**src/rtl/if_fetch_pkg.sv**
```systemverilog
// Shared types and constants for the instruction-fetch stage.
//   word_t / inst_t : 32-bit data and instruction words
//   if_state_t      : fetch FSM states (IF_HALT only reachable with IF_TIMEOUT_EN)
//   PC_STEP         : sequential PC increment
package if_fetch_pkg;

  typedef logic [31:0] word_t;
  typedef logic [31:0] inst_t;

  typedef enum logic [2:0] {
    IF_IDLE,
    IF_REQ,
    IF_FULL,
    IF_DROP,
    IF_HALT
  } if_state_t;

  localparam word_t PC_STEP = 32'd4;

endpackage

```
**src/rtl/if_fetch_if.sv**
```systemverilog
// Instruction-bus req/ack interface.
//   ibus_req_o   : fetch request, held until ibus_ack_i
//   ibus_addr_o  : fetch address, stable while requesting
//   ibus_ack_i   : one-cycle acknowledge
//   ibus_rdata_i : fetched word, valid with ibus_ack_i
// master = fetch stage, slave = memory side.
interface if_fetch_if;
  import if_fetch_pkg::*;

  logic  ibus_req_o;
  word_t ibus_addr_o;
  logic  ibus_ack_i;
  word_t ibus_rdata_i;

  modport master (output ibus_req_o, ibus_addr_o, input ibus_ack_i, ibus_rdata_i);
  modport slave  (input ibus_req_o, ibus_addr_o, output ibus_ack_i, ibus_rdata_i);
endinterface

```
**src/rtl/if_pc_reg.sv**
```systemverilog
// Program counter register.
//   clk, rst       : clock, synchronous active-high reset (loads RESET_PC)
//   redirect_i     : load redirect_pc_i (wins over inc_i)
//   redirect_pc_i  : new PC
//   inc_i          : advance by PC_STEP (32-bit modulo)
//   pc_o           : current PC
module if_pc_reg
  import if_fetch_pkg::*;
#(
  parameter word_t RESET_PC = 32'hBFC0_0000
) (
  input  logic  clk,
  input  logic  rst,
  input  logic  redirect_i,
  input  word_t redirect_pc_i,
  input  logic  inc_i,
  output word_t pc_o
);

  word_t pc_q, pc_d;

  always_comb begin
    pc_d = pc_q;
    if (redirect_i) begin
      pc_d = redirect_pc_i;
    end else if (inc_i) begin
      pc_d = pc_q + PC_STEP;
    end
  end

  always_ff @(posedge clk) begin
    if (rst) begin
      pc_q <= RESET_PC;
    end else begin
      pc_q <= pc_d;
    end
  end

  assign pc_o = pc_q;

endmodule

```
**src/rtl/if_fetch.sv**
```systemverilog
// Instruction-fetch stage: owns the PC, runs the req/ack instruction bus,
// parks one word while ID stalls, and presents a registered {inst, pc, valid}.
//   clk, rst        : clock, synchronous active-high reset
//   stall_i         : ID cannot accept; hold inst_*_o
//   redirect_i      : flush and restart at redirect_pc_i (highest priority)
//   redirect_pc_i   : new PC
//   ibus            : instruction bus (if_fetch_if master)
//   inst_o/inst_pc_o/inst_valid_o : IF/ID boundary registers
//   fetch_err_o     : sticky bus-timeout flag
// Optional feature macro IF_TIMEOUT_EN: bus-wait timeout with HALT state;
// without it fetch_err_o is tied low.
module if_fetch
  import if_fetch_pkg::*;
#(
  parameter word_t       RESET_PC       = 32'hBFC0_0000,
  parameter int unsigned TIMEOUT_CYCLES = 255
) (
  input  logic              clk,
  input  logic              rst,
  input  logic              stall_i,
  input  logic              redirect_i,
  input  word_t             redirect_pc_i,
  if_fetch_if.master        ibus,
  output inst_t             inst_o,
  output word_t             inst_pc_o,
  output logic              inst_valid_o,
  output logic              fetch_err_o
);

  if (TIMEOUT_CYCLES < 1 || TIMEOUT_CYCLES > 255) begin : g_bad_timeout
    $error("if_fetch: TIMEOUT_CYCLES must be within 1..255");
  end

  if_state_t state_q, state_d;
  inst_t     inst_q, inst_d, hold_inst_q, hold_inst_d;
  word_t     inst_pc_q, inst_pc_d, hold_pc_q, hold_pc_d;
  word_t     drop_addr_q, drop_addr_d;
  logic      inst_valid_q, inst_valid_d;
  logic      pc_inc;
  logic      slot_free;
  logic      req;
  word_t     pc;

  if_pc_reg #(.RESET_PC(RESET_PC)) u_pc (
    .clk           (clk),
    .rst           (rst),
    .redirect_i    (redirect_i),
    .redirect_pc_i (redirect_pc_i),
    .inc_i         (pc_inc),
    .pc_o          (pc)
  );

  // After a redirect the PC already points at the new target, but the bus
  // must keep presenting the abandoned address until its ack arrives.
  assign req              = (state_q == IF_REQ) || (state_q == IF_DROP);
  assign ibus.ibus_req_o  = req;
  assign ibus.ibus_addr_o = (state_q == IF_DROP) ? drop_addr_q : pc;
  assign slot_free        = !inst_valid_q || !stall_i;

`ifdef IF_TIMEOUT_EN
  localparam logic [7:0] TIMEOUT_LAST = 8'(TIMEOUT_CYCLES - 32'd1);
  logic [7:0] cnt_q, cnt_d;
  logic       err_q, err_d;
`endif

  always_comb begin
    state_d      = state_q;
    inst_d       = inst_q;
    inst_pc_d    = inst_pc_q;
    inst_valid_d = inst_valid_q;
    hold_inst_d  = hold_inst_q;
    hold_pc_d    = hold_pc_q;
    drop_addr_d  = drop_addr_q;
    pc_inc       = 1'b0;
`ifdef IF_TIMEOUT_EN
    cnt_d        = cnt_q;
    err_d        = err_q;
`endif

    unique case (state_q)
      IF_IDLE: state_d = IF_REQ;
      IF_REQ: begin
        if (ibus.ibus_ack_i) begin
          pc_inc = 1'b1;
          if (slot_free) begin
            inst_d       = ibus.ibus_rdata_i;
            inst_pc_d    = pc;
            inst_valid_d = 1'b1;
          end else begin
            hold_inst_d = ibus.ibus_rdata_i;
            hold_pc_d   = pc;
            state_d     = IF_FULL;
          end
        end else if (slot_free) begin
          inst_valid_d = 1'b0;
        end
      end
      IF_FULL: begin
        if (!stall_i) begin
          inst_d       = hold_inst_q;
          inst_pc_d    = hold_pc_q;
          inst_valid_d = 1'b1;
          state_d      = IF_REQ;
        end
      end
      IF_DROP: begin
        if (ibus.ibus_ack_i) begin
          state_d = IF_REQ;
        end
      end
      IF_HALT: begin
        if (slot_free) begin
          inst_valid_d = 1'b0;
        end
      end
      default: state_d = IF_IDLE;
    endcase

`ifdef IF_TIMEOUT_EN
    if (req && !ibus.ibus_ack_i) begin
      if (cnt_q == TIMEOUT_LAST) begin
        cnt_d   = '0;
        err_d   = 1'b1;
        state_d = IF_HALT;
      end else begin
        cnt_d = cnt_q + 8'd1;
      end
    end else begin
      cnt_d = '0;
    end
`endif

    // Redirect overrides everything above, including a same-cycle timeout.
    if (redirect_i) begin
      inst_valid_d = 1'b0;
      pc_inc       = 1'b0;
`ifdef IF_TIMEOUT_EN
      cnt_d        = '0;
      err_d        = 1'b0;
`endif
      if (state_q == IF_DROP) begin
        state_d = IF_DROP;
      end else if (state_q == IF_REQ && !ibus.ibus_ack_i) begin
        drop_addr_d = pc;
        state_d     = IF_DROP;
      end else begin
        state_d = IF_REQ;
      end
    end
  end

  always_ff @(posedge clk) begin
    if (rst) begin
      state_q      <= IF_IDLE;
      inst_q       <= '0;
      inst_pc_q    <= '0;
      inst_valid_q <= 1'b0;
      hold_inst_q  <= '0;
      hold_pc_q    <= '0;
      drop_addr_q  <= '0;
`ifdef IF_TIMEOUT_EN
      cnt_q        <= '0;
      err_q        <= 1'b0;
`endif
    end else begin
      state_q      <= state_d;
      inst_q       <= inst_d;
      inst_pc_q    <= inst_pc_d;
      inst_valid_q <= inst_valid_d;
      hold_inst_q  <= hold_inst_d;
      hold_pc_q    <= hold_pc_d;
      drop_addr_q  <= drop_addr_d;
`ifdef IF_TIMEOUT_EN
      cnt_q        <= cnt_d;
      err_q        <= err_d;
`endif
    end
  end

  assign inst_o       = inst_q;
  assign inst_pc_o    = inst_pc_q;
  assign inst_valid_o = inst_valid_q;
`ifdef IF_TIMEOUT_EN
  assign fetch_err_o  = err_q;
`else
  assign fetch_err_o  = 1'b0;
`endif

endmodule

```
**src/flat_wrapper.sv**
```systemverilog
// flat-port wrapper written by rule: the top's interface ports become plain ports
module if_fetch_flat import if_fetch_pkg::*;
#(
  parameter word_t       RESET_PC       = 32'hBFC0_0000,
  parameter int unsigned TIMEOUT_CYCLES = 255
)
  (clk, rst, stall_i, redirect_i, redirect_pc_i, inst_o, inst_pc_o, inst_valid_o, fetch_err_o, ibus_ibus_req_o, ibus_ibus_addr_o, ibus_ibus_ack_i, ibus_ibus_rdata_i);
  if_fetch_if ibus_i ();
  input  logic clk;
  input  logic rst;
  input  logic stall_i;
  input  logic redirect_i;
  input  word_t redirect_pc_i;
  output inst_t inst_o;
  output word_t inst_pc_o;
  output logic inst_valid_o;
  output logic fetch_err_o;
  output wire logic [$bits(ibus_i.ibus_req_o)-1:0] ibus_ibus_req_o;
  output wire logic [$bits(ibus_i.ibus_addr_o)-1:0] ibus_ibus_addr_o;
  input wire logic [$bits(ibus_i.ibus_ack_i)-1:0] ibus_ibus_ack_i;
  input wire logic [$bits(ibus_i.ibus_rdata_i)-1:0] ibus_ibus_rdata_i;
  assign ibus_ibus_req_o = ibus_i.ibus_req_o;
  assign ibus_ibus_addr_o = ibus_i.ibus_addr_o;
  assign ibus_i.ibus_ack_i = ibus_ibus_ack_i;
  assign ibus_i.ibus_rdata_i = ibus_ibus_rdata_i;
  if_fetch #(.RESET_PC(RESET_PC), .TIMEOUT_CYCLES(TIMEOUT_CYCLES)) u_core (.clk(clk), .rst(rst), .stall_i(stall_i), .redirect_i(redirect_i), .redirect_pc_i(redirect_pc_i), .ibus(ibus_i), .inst_o(inst_o), .inst_pc_o(inst_pc_o), .inst_valid_o(inst_valid_o), .fetch_err_o(fetch_err_o));
endmodule
```
**config.mk**
```make
export PLATFORM = sky130hd
export DESIGN_NAME = if_fetch_flat
export DESIGN_NICKNAME = d
export VERILOG_FILES = /design/src/rtl/if_fetch_pkg.sv /design/src/rtl/if_fetch_if.sv /design/src/rtl/if_pc_reg.sv /design/src/rtl/if_fetch.sv /design/src/flat_wrapper.sv
export SDC_FILE = /design/constraint.sdc
export NUM_CORES = 1
export LEC_CHECK = 0
export CELL_PAD_IN_SITES_DETAIL_PLACEMENT = 1
export CELL_PAD_IN_SITES_GLOBAL_PLACEMENT = 2
export CORE_AREA = 2 2 167 169
export DETAILED_ROUTE_END_ITERATION = 7
export DIE_AREA = 0 0 169 171
export PLACE_DENSITY_LB_ADDON = 0.1
export REMOVE_ABC_BUFFERS = 1
export SYNTH_ARGS = -nofsm -noshare
export SYNTH_HDL_FRONTEND = slang
export SYNTH_SLANG_ARGS = --single-unit
export TNS_END_PERCENT = 50
```
**constraint.sdc**
```tcl
create_clock -name clk -period 2.94 [get_ports clk]
set_clock_uncertainty 0.2 [all_clocks]
set_input_delay 0.882 -clock clk [delete_from_list [all_inputs] [get_ports clk]]
set_output_delay 0.882 -clock clk [all_outputs]
set_load 0.05 [all_outputs]
```
Word level (Yosys, flattened, before mapping):

Index checks and enable logic that the tools add are counted.

* input port bits: 69
* register bits: 196
* word-level logic and storage cells: 67

* equal/unequal tests: 13
* reductions and logical operators: 16
* bitwise logic cells: 2
* $add $sub $neg: 1
* mux-type cells: 27

Operators by type and width (number)
* 32-bit two-way mux: 9
* 32-bit one-hot mux with 2 select lines: 2
* 32-bit by 3-bit adder with 32-bit output (second input constant): 1
* 3-bit two-way mux: 6
* 3-bit one-hot mux with 5 select lines: 1
* 3-bit inequality test (second input constant): 4
* 3-bit AND reduction: 3
* 1-bit two-way mux: 7
* 3-bit by 2-bit == test with 1-bit output (second input constant): 2
* 2-bit inequality test (second input constant): 3
* 5-bit AND reduction: 1
* 4-bit AND reduction: 1
* 2-bit nonzero test: 2
* 3-bit by 1-bit == test with 1-bit output (second input constant): 1
* 3-bit == test (second input constant): 1
* 1-bit zero test: 3
* 3-bit zero test: 1
* 3-bit by 2-bit inequality test with 1-bit output (second input constant): 1
* 1-bit one-hot mux with 3 select lines: 1
* 3-bit nonzero test: 1
* 1-bit logical OR: 2
* 2-bit two-way mux: 1
* 2-bit by 1-bit inequality test with 1-bit output (second input constant): 1
* 1-bit inverter: 2
* 2 further kinds: 2

Logic depth before layout (Yosys ltp):

Gate-level depths: netlist of the first run.

* depth in word-level cells: 6
* depth in mapped cells: 9
* gate-level depth less buffers: 6

Modules after synthesis:

A second synthesis of the first run with hierarchy kept.

* cells, all modules: 1043
* area total of the unflattened synthesis: 9320.2 µm²

Modules (own cells, without submodules)
* if_fetch: cells an instance 807, sequential area each 3263.1 µm², times used 1, area an instance 7450.9 µm²
* if_pc_reg: cells an instance 236, sequential area each 640.6 µm², times used 1, area an instance 1869.3 µm²

Worst setup path before layout of the first run:

OpenSTA, ideal clock, no wires.

* kind: register -> output
* start: reg u_core.state_q[0]
* end: out ibus_ibus_addr_o[0]
* path slack: 0.426 ns
* arrival: 1.432 ns
* path buffers: 2
* stages on the path, launching flop included: 5
* cell sequence: dfxtp_1 buf_2 nand2_1 buf_1 mux2_2

* longest elaborated chain between the ends: 2

RTL lines
* start: declaration: line if_fetch.sv:34 `if_state_t state_q, state_d;`
* start signal: assignment: line if_fetch.sv:166 `state_q <= state_d;`
* 3-bit by 2-bit == test with 1-bit output: line if_fetch.sv:57 `assign ibus.ibus_addr_o = (state_q == IF_DROP) ? drop_addr_q : pc;`
* 32-bit two-way mux: line if_fetch.sv:57
* end: declaration: line flat_wrapper.sv:19 `output wire logic [$bits(ibus_i.ibus_addr_o)-1:0] ibus_ibus_addr_o;`

Every way passes these cells.

Final worst setup path of the first run:

* start: reg u_core.state_q[0]
* end: out ibus_ibus_addr_o[25]

Same word-level chain as after synthesis.

==> results of run 1 <==
[cell usage in the layout, fill, tap and decap left out, types with 6 or more instances in the layout]
master,Yosys,routed
nor2_1,99,99
xor2_1,10,10
inv_1,10,10
buf_12,0,44
buf_4,5,25
a21oi_1,118,118
a311oi_1,61,61
a211oi_1,14,14
nand3_1,12,11
o21ai_0,6,6
mux2_2,32,32
xnor2_1,14,14
clkbuf_16,0,17
clkdlybuf4s50_1,0,133
nand2_1,335,335
dfxtp_1,195,195
nand4_1,10,10
[how the worst max path moves through the flow]
stage                                 start                    to  cells past startpoint
after global placement      ibus_ibus_ack_i  u_core.u_pc.pc_o[19]                      7
after detailed placement    ibus_ibus_ack_i  u_core.u_pc.pc_o[19]                      7
after CTS                 u_core.state_q[0]  ibus_ibus_addr_o[25]                      4
after floorplan           u_core.state_q[0]      u_core.inst_o[0]                      4
after global routing      u_core.state_q[0]  ibus_ibus_addr_o[25]                      4
final                     u_core.state_q[0]  ibus_ibus_addr_o[25]                      4
[per-stage QoR]
step | setup TNS, ps | setup WS (ps) | instances | hold WS [ps]
2_1_floorplan | -270390 | -3820 | 977 | 228
3_3_place_gp | -133 | -65.5 | 1527 | 239
3_5_place_dp | -259 | -93.8 | 1527 | 246
4_1_cts | 0 | 50.9 | 1558 | 257
5_1_grt | 0 | 19.3 | 1558 | 275
6_report | 0 | 67.0 | 1558 | 254
[timing repair]
item	CTS	global route
resized for setup	1	0
hold endpoints to repair	0	0
setup endpoints to repair	1	0
[layout make-up]
cell class	count	area, um^2	share of cell area
Clock buffer	19	443	0.0386
Clock inverter	12	116	0.0101
Inverter	11	41.3	0.00359
Multi-Input combinational cell	771	4130	0.359
Sequential cell	195	3900	0.340
Tap cell	346	433	0.0377
Timing Repair Buffer	204	2420	0.211
[per-layer routing]
metal / track usage / up-vias / share of wire
met2: 0.316 / 141 / 0.47
li1: - / 3889 / -
met4: 0.0379 / 0 / 0.0064
met3: 0.0301 / 8 / 0.028
met5: 0 / - / 0
met1: 0.259 / 3714 / 0.50
[registers in the layout, indices dropped and copies added, names as in the netlist]
name / cells
u_core.u_pc.pc_o: 32
u_core.inst_valid_o: 1
u_core.hold_inst_q: 32
u_core.drop_addr_q: 32
u_core.hold_pc_q: 32
u_core.inst_o: 32
u_core.inst_pc_o: 32
u_core.state_q: 2
[power groups by stage]
stage | clock [uW] | combinational, uW | sequential [uW]
after floorplan | 0 | 442 | 3210
after global placement | 0 | 1330 | 2940
after detailed placement | 0 | 1340 | 2940
after CTS | 2370 | 1340 | 2880
after global routing | 2450 | 1410 | 2890
final | 2270 | 1330 | 2880
[cells by family after synthesis]
| family | count (synthesis) | share of synthesized area |
|---|---|---|
| and+or+nand+nor | 497 | 0.247 |
| AOI/OAI and AO/OA | 211 | 0.157 |
| DFF | 195 | 0.458 |
| buffers and inverters | 109 | 0.0627 |
| muxes | 37 | 0.0482 |
| xor gates and xnor gates | 24 | 0.0247 |
| adders and majority gates | 1 | 0.00147 |
| other | 1 | 0.000440 |
[worst register-to-register path, delay by kind of cell, from the launching register on]
family	cells	cell delay, ps
compound gates	2	210
flops	1	550
simple gates	3	1140
==> out/results.tsv, run 1 <==
stage	metric	value	unit
worst_hold_path	hp-start	u_core.drop_addr_q[28]	
logic_synthesis	syn_avg_cell_area	7.93	um^2
logic_synthesis	synth_area_leaders	dfxtp_1 (46%), nand2_1 (15%), a21oi_1 (6.9%)	
logic_synthesis	synthTopCellsByCount	nand2_1 (335), dfxtp_1 (195), a21oi_1 (118), nor2_1 (99), a311oi_1 (61)	
timing	final.min_clock_period	2870	ps
clock_network	numCtsBuffers	17	
finish	syn_to_final_growth	34.9	%
power	internal_power	4430	uW
logic_synthesis	ys_ff_latch	195	
timing	max_freq	348	MHz
power	power_frac_comb	0.205	
worst_hold_path	hold_path_end	u_core.drop_addr_q[28]	
setup_path	endpoint_kind	output port	
timing	hold_viol	0	
routing	drc	0	
power	vdd_drop_max	0.263	mV
setup_path	r2r_slack	700	ps
power	p_per_area	564	mW/mm^2
routing	post_drt_wl_per_cell	17.5	um
clock_network	clkSinkCount	195	
job	maxCapViolations	0	
power	fin_total_pwr	6480	uW
grt	grt_pass1_vias	7736	
setup_path	cpLargestDelayFamily	buffers and inverters	
placed_design	gp_congestion	0.768	
finish	nets	1270	
power	swShare	0.316	
logic_synthesis	synthesis.area	0.00852	mm^2
grt	grt_max_degree	119	
timing	relSlewSlack	0.539	
logic_synthesis	synth_edf_count	0	
timing	grt_setup_unrepaired	no	
grt	grt_pass1_wl	43100	um
routing	wirelength	27200	um
logic_synthesis	async_flop_share	0	
logic_synthesis	synth_top_area_cell	dfxtp_1	
floorplan	dieHeight	171	um
setup_path	arrival	1790	ps
setup_path	crit_buf_inv	2	
routing	antenna_left	0	
outcome	outcome	finished, final reports clean	
logic_synthesis	synth_top_area_share	0.458	
setup_path	r2r_end	u_core.u_pc.pc_o[28]	
power	cellLeakagePower	0.00408	uW
timing	setup_viol	0	
power	net-switching-power	2050	uW
setup_path	crit_chain	nand2_1 -> buf_4 -> mux2_2 -> buf_12	
setup_path	start_kind	flop	
logic_synthesis	synthCells	1075	
finish	antenna_cells	0	
clock_network	htree_num_levels	4	
power	pwr-share-clk	0.351	
finish	layout-drive-gt1-share	0.126	
placed_design	placed_area	0.0109	mm^2
routing	vias	7752	
routing	drtIter0Drc	353	
clock_network	clk_pin_slew	80	ps
logic_synthesis	synth_most_common_cell	nand2_1	
finish	fill_cells	3211	
floorplan	io_pins	168	
worst_hold_path	hold_path_class	flop to flop	
placed_design	dp_hpwl	17300	um
logic_synthesis	yosys_warnings	0	
power	p_seq_frac	0.444	
floorplan	start_util	0.312	
setup_path	worstSetupPathType	flop to output port	
placed_design	io_buffer_count	166	
clock_network	postCtsHoldBufs	0	
clock_network	root_buffer	clkbuf_16	
clock_network	postCtsSetupBuffers	0	
setup_path	slowest_delay	420	ps
logic_synthesis	seq_area_frac_synth	0.458	
clock_network	clock_latency	440	ps
timing	min_period_over_period	0.977	
clock_network	cts_tree	done	
finish	fin_util	0.420	
logic_synthesis	ys_types	52	
logic_synthesis	synthFlopType	dfxtp_1	
routing	routed_via_density	4.98	
setup_path	reg2regPathDepth	5	
grt	gr-total-overflow	0	
floorplan	die_w	169	um
timing	maxSlewViolCount	0	
grt	antenna_found_initial	0	
finish	fin_area	0.0115	mm^2
clock_network	cts_max_path_buffers	2	
setup_path	path_max_fanout	14	
floorplan	die_area	0.0289	mm^2
worst_hold_path	hold-path-cell-count	2	
setup_path	slowest_stage	mux2_2	
timing	worst_pin_slew	685	ps
grt	grt_use_total	0.189	
setup_path	critPathRequiredTime	1860	ps
floorplan	num_rows	61	
setup_path	r2r_start	u_core.u_pc.pc_o[15]	
routing	first_pass_iters	4	
floorplan	core_area	0.0273	mm^2
(Power assumes the default switching activity.)
==> inputs of run 2 (changes only) <==
--- a/config.mk
+++ b/config.mk
@@ -12,6 +12,7 @@
 export DIE_AREA = 0 0 169 171
 export PLACE_DENSITY_LB_ADDON = 0.1
 export REMOVE_ABC_BUFFERS = 1
+export SLEW_MARGIN = 20
 export SYNTH_ARGS = -nofsm -noshare
 export SYNTH_HDL_FRONTEND = slang
 export SYNTH_SLANG_ARGS = --single-unit
==> results of run 2 <==
The final DEF is identical to that of run 1; final timing and power are the same.
==> inputs of run 3 (changes only) <==
--- a/config.mk
+++ b/config.mk
@@ -8,10 +8,12 @@
 export CELL_PAD_IN_SITES_DETAIL_PLACEMENT = 1
 export CELL_PAD_IN_SITES_GLOBAL_PLACEMENT = 2
 export CORE_AREA = 2 2 167 169
+export CTS_CLUSTER_SIZE = 40
 export DETAILED_ROUTE_END_ITERATION = 7
 export DIE_AREA = 0 0 169 171
 export PLACE_DENSITY_LB_ADDON = 0.1
 export REMOVE_ABC_BUFFERS = 1
+export SETUP_SLACK_MARGIN = 0.1
 export SLEW_MARGIN = 20
 export SYNTH_ARGS = -nofsm -noshare
 export SYNTH_HDL_FRONTEND = slang
==> out/results.tsv, run 3 (same netlist as run 1, synthesis figures left out) <==
stage	metric	value	unit
timing	final.setup.tns	0	ps
finish	fin_area	0.0115	mm^2
routing	vias	7738	
finish	layout_common_cells	nand2_1 (334), dfxtp_1 (195), clkdlybuf4s50_1 (132)	
floorplan	die_area	0.0289	mm^2
power	pwr-share-clk	0.351	
clock_network	root_buffer	clkbuf_16	
grt	grt_pass1_vias	7736	
routing	wirelength	27200	um
grt	grt_pass1_wl	43100	um
clock_network	cts_max_path_buffers	2	
timing	min_period_over_period	0.952	
timing	grt_setup_unrepaired	yes	
setup_path	arrival	1720	ps
routing	post_drt_wl_per_cell	17.5	um
setup_path	r2r_end	u_core.u_pc.pc_o[28]	
setup_path	reg2regPathDepth	5	
power	net-switching-power	2050	uW
power	fin_total_pwr	6480	uW
power	cellLeakagePower	0.00410	uW
worst_hold_path	hold_path_end	u_core.drop_addr_q[28]	
timing	final.min_clock_period	2800	ps
floorplan	io_pins	168	
timing	relSlewSlack	0.533	
setup_path	endpoint_kind	output port	
clock_network	clkSinkCount	195	
power	power_frac_comb	0.205	
timing	post-route-worst-setup-slack	140	ps
clock_network	clk_pin_slew	80	ps
finish	syn_to_final_growth	35.1	%
floorplan	die_w	169	um
power	p_per_area	563	mW/mm^2
finish	antenna_cells	0	
grt	grt_max_degree	119	
routing	routed_via_density	4.97	
grt	grt_use_total	0.189	
routing	antenna_left	0	
finish	fin_util	0.421	
placed_design	io_buffer_count	166	
finish	layout_commonest_cell	nand2_1	
power	p_seq_frac	0.444	
routing	drc	0	
timing	worst_pin_slew	694	ps
setup_path	worstSetupPathType	flop to output port	
setup_path	path_max_fanout	18	
floorplan	start_util	0.312	
routing	drtIter0Drc	327	
floorplan	dieHeight	171	um
outcome	outcome	finished, final reports clean	
worst_hold_path	hold_path_class	flop to flop	
clock_network	postCtsSetupBuffers	0	
power	internal_power	4430	uW
placed_design	preCtsSetupSlack	-93.8	ps
clock_network	numCtsBuffers	17	
clock_network	cts_tree	done	
timing	setup_viol	0	
placed_design	gp_congestion	0.768	
finish	fill_cells	3206	
clock_network	clock_latency	440	ps
placed_design	dp_hpwl	17300	um
grt	antenna_found_initial	0	
job	maxCapViolations	0	
floorplan	num_rows	61	
setup_path	r2r_start	u_core.u_pc.pc_o[15]	
timing	maxSlewViolCount	0	
setup_path	start_kind	flop	
worst_hold_path	hp-start	u_core.drop_addr_q[28]	
worst_hold_path	hold-path-cell-count	2	
timing	max_freq	357	MHz
finish	nets	1270	
power	swShare	0.316	
power	vdd_drop_max	0.262	mV
grt	gr-total-overflow	0	
floorplan	core_area	0.0273	mm^2
finish	layout-drive-gt1-share	0.127	
setup_path	r2r_slack	700	ps
clock_network	htree_num_levels	4	
routing	first_pass_iters	4	
timing	hold_viol	0	
setup_path	critPathRequiredTime	1860	ps
placed_design	placed_area	0.0109	mm^2
==> run 3: cell types whose count changed in the layout (fill, tap and decap cells not counted) <==
cell / before / now
buf_12: 44 / 45
buf_4: 25 / 24
buf_6: 2 / 1
buf_8: 0 / 1
clkdlybuf4s50_1: 133 / 132
dlymetal6s2s_1: 0 / 1
nand2_1: 335 / 334
nand2_2: 0 / 1
==> run 3: worst max-delay path, cell delays in order (launching register included) <==
cell and delay, ps:
dfxtp_1 380, nand2_2 140, buf_12 180, mux2_2 400, buf_12 160
==> run 3: repair_timing <==
action                                  4_1_cts  5_1_grt
gates resized for setup                       1        6
hold buffers                                  0        0
endpoints found under the hold margin         0        0
endpoints found under the setup margin       31       33
==> run 3: area by class of cell <==
type	count	area, um^2	share of cell area
Clock buffer	19	443	0.0385
Clock inverter	12	116	0.0101
Inverter	11	41.3	0.00359
Multi-Input combinational cell	771	4130	0.359
Sequential cell	195	3900	0.339
Tap cell	346	433	0.0376
Timing Repair Buffer	204	2440	0.212
==> run 3: metal layers <==
layer / track usage / wire [um] / up-vias
met5: 0 / 0 / -
met4: 0.0379 / 198 / 0
met3: 0.0301 / 772 / 9
met2: 0.316 / 12600 / 128
met1: 0.259 / 13600 / 3715
li1: - / - / 3886
==> run 3: power groups by stage <==
stage | sequential, uW | clock [uW] | combinational [uW]
6_report | 2880 | 2270 | 1330
3_5_place_dp | 2940 | 0 | 1340
4_1_cts | 2880 | 2370 | 1340
2_1_floorplan | 3210 | 0 | 442
3_3_place_gp | 2940 | 0 | 1330
5_1_grt | 2890 | 2450 | 1410
==> run 3: worst max-delay path by stage <==
stage / slack, ps / from / cells past startpoint / to
floorplan: -3820 / u_core.state_q[0] / 4 / u_core.inst_o[0]
global placement: -70 / ibus_ibus_ack_i / 7 / u_core.u_pc.pc_o[19]
detailed placement: -90 / ibus_ibus_ack_i / 7 / u_core.u_pc.pc_o[19]
CTS: 50 / u_core.state_q[0] / 4 / ibus_ibus_addr_o[25]
global route: 90 / u_core.state_q[0] / 4 / ibus_ibus_addr_o[22]
finish: 140 / u_core.state_q[0] / 4 / ibus_ibus_addr_o[22]
==> run 3: stage by stage <==
step	hold WS [ps]	instances
floorplan	228	977
global placement	239	1527
detailed placement	246	1527
CTS	257	1558
global route	275	1558
finish	254	1558
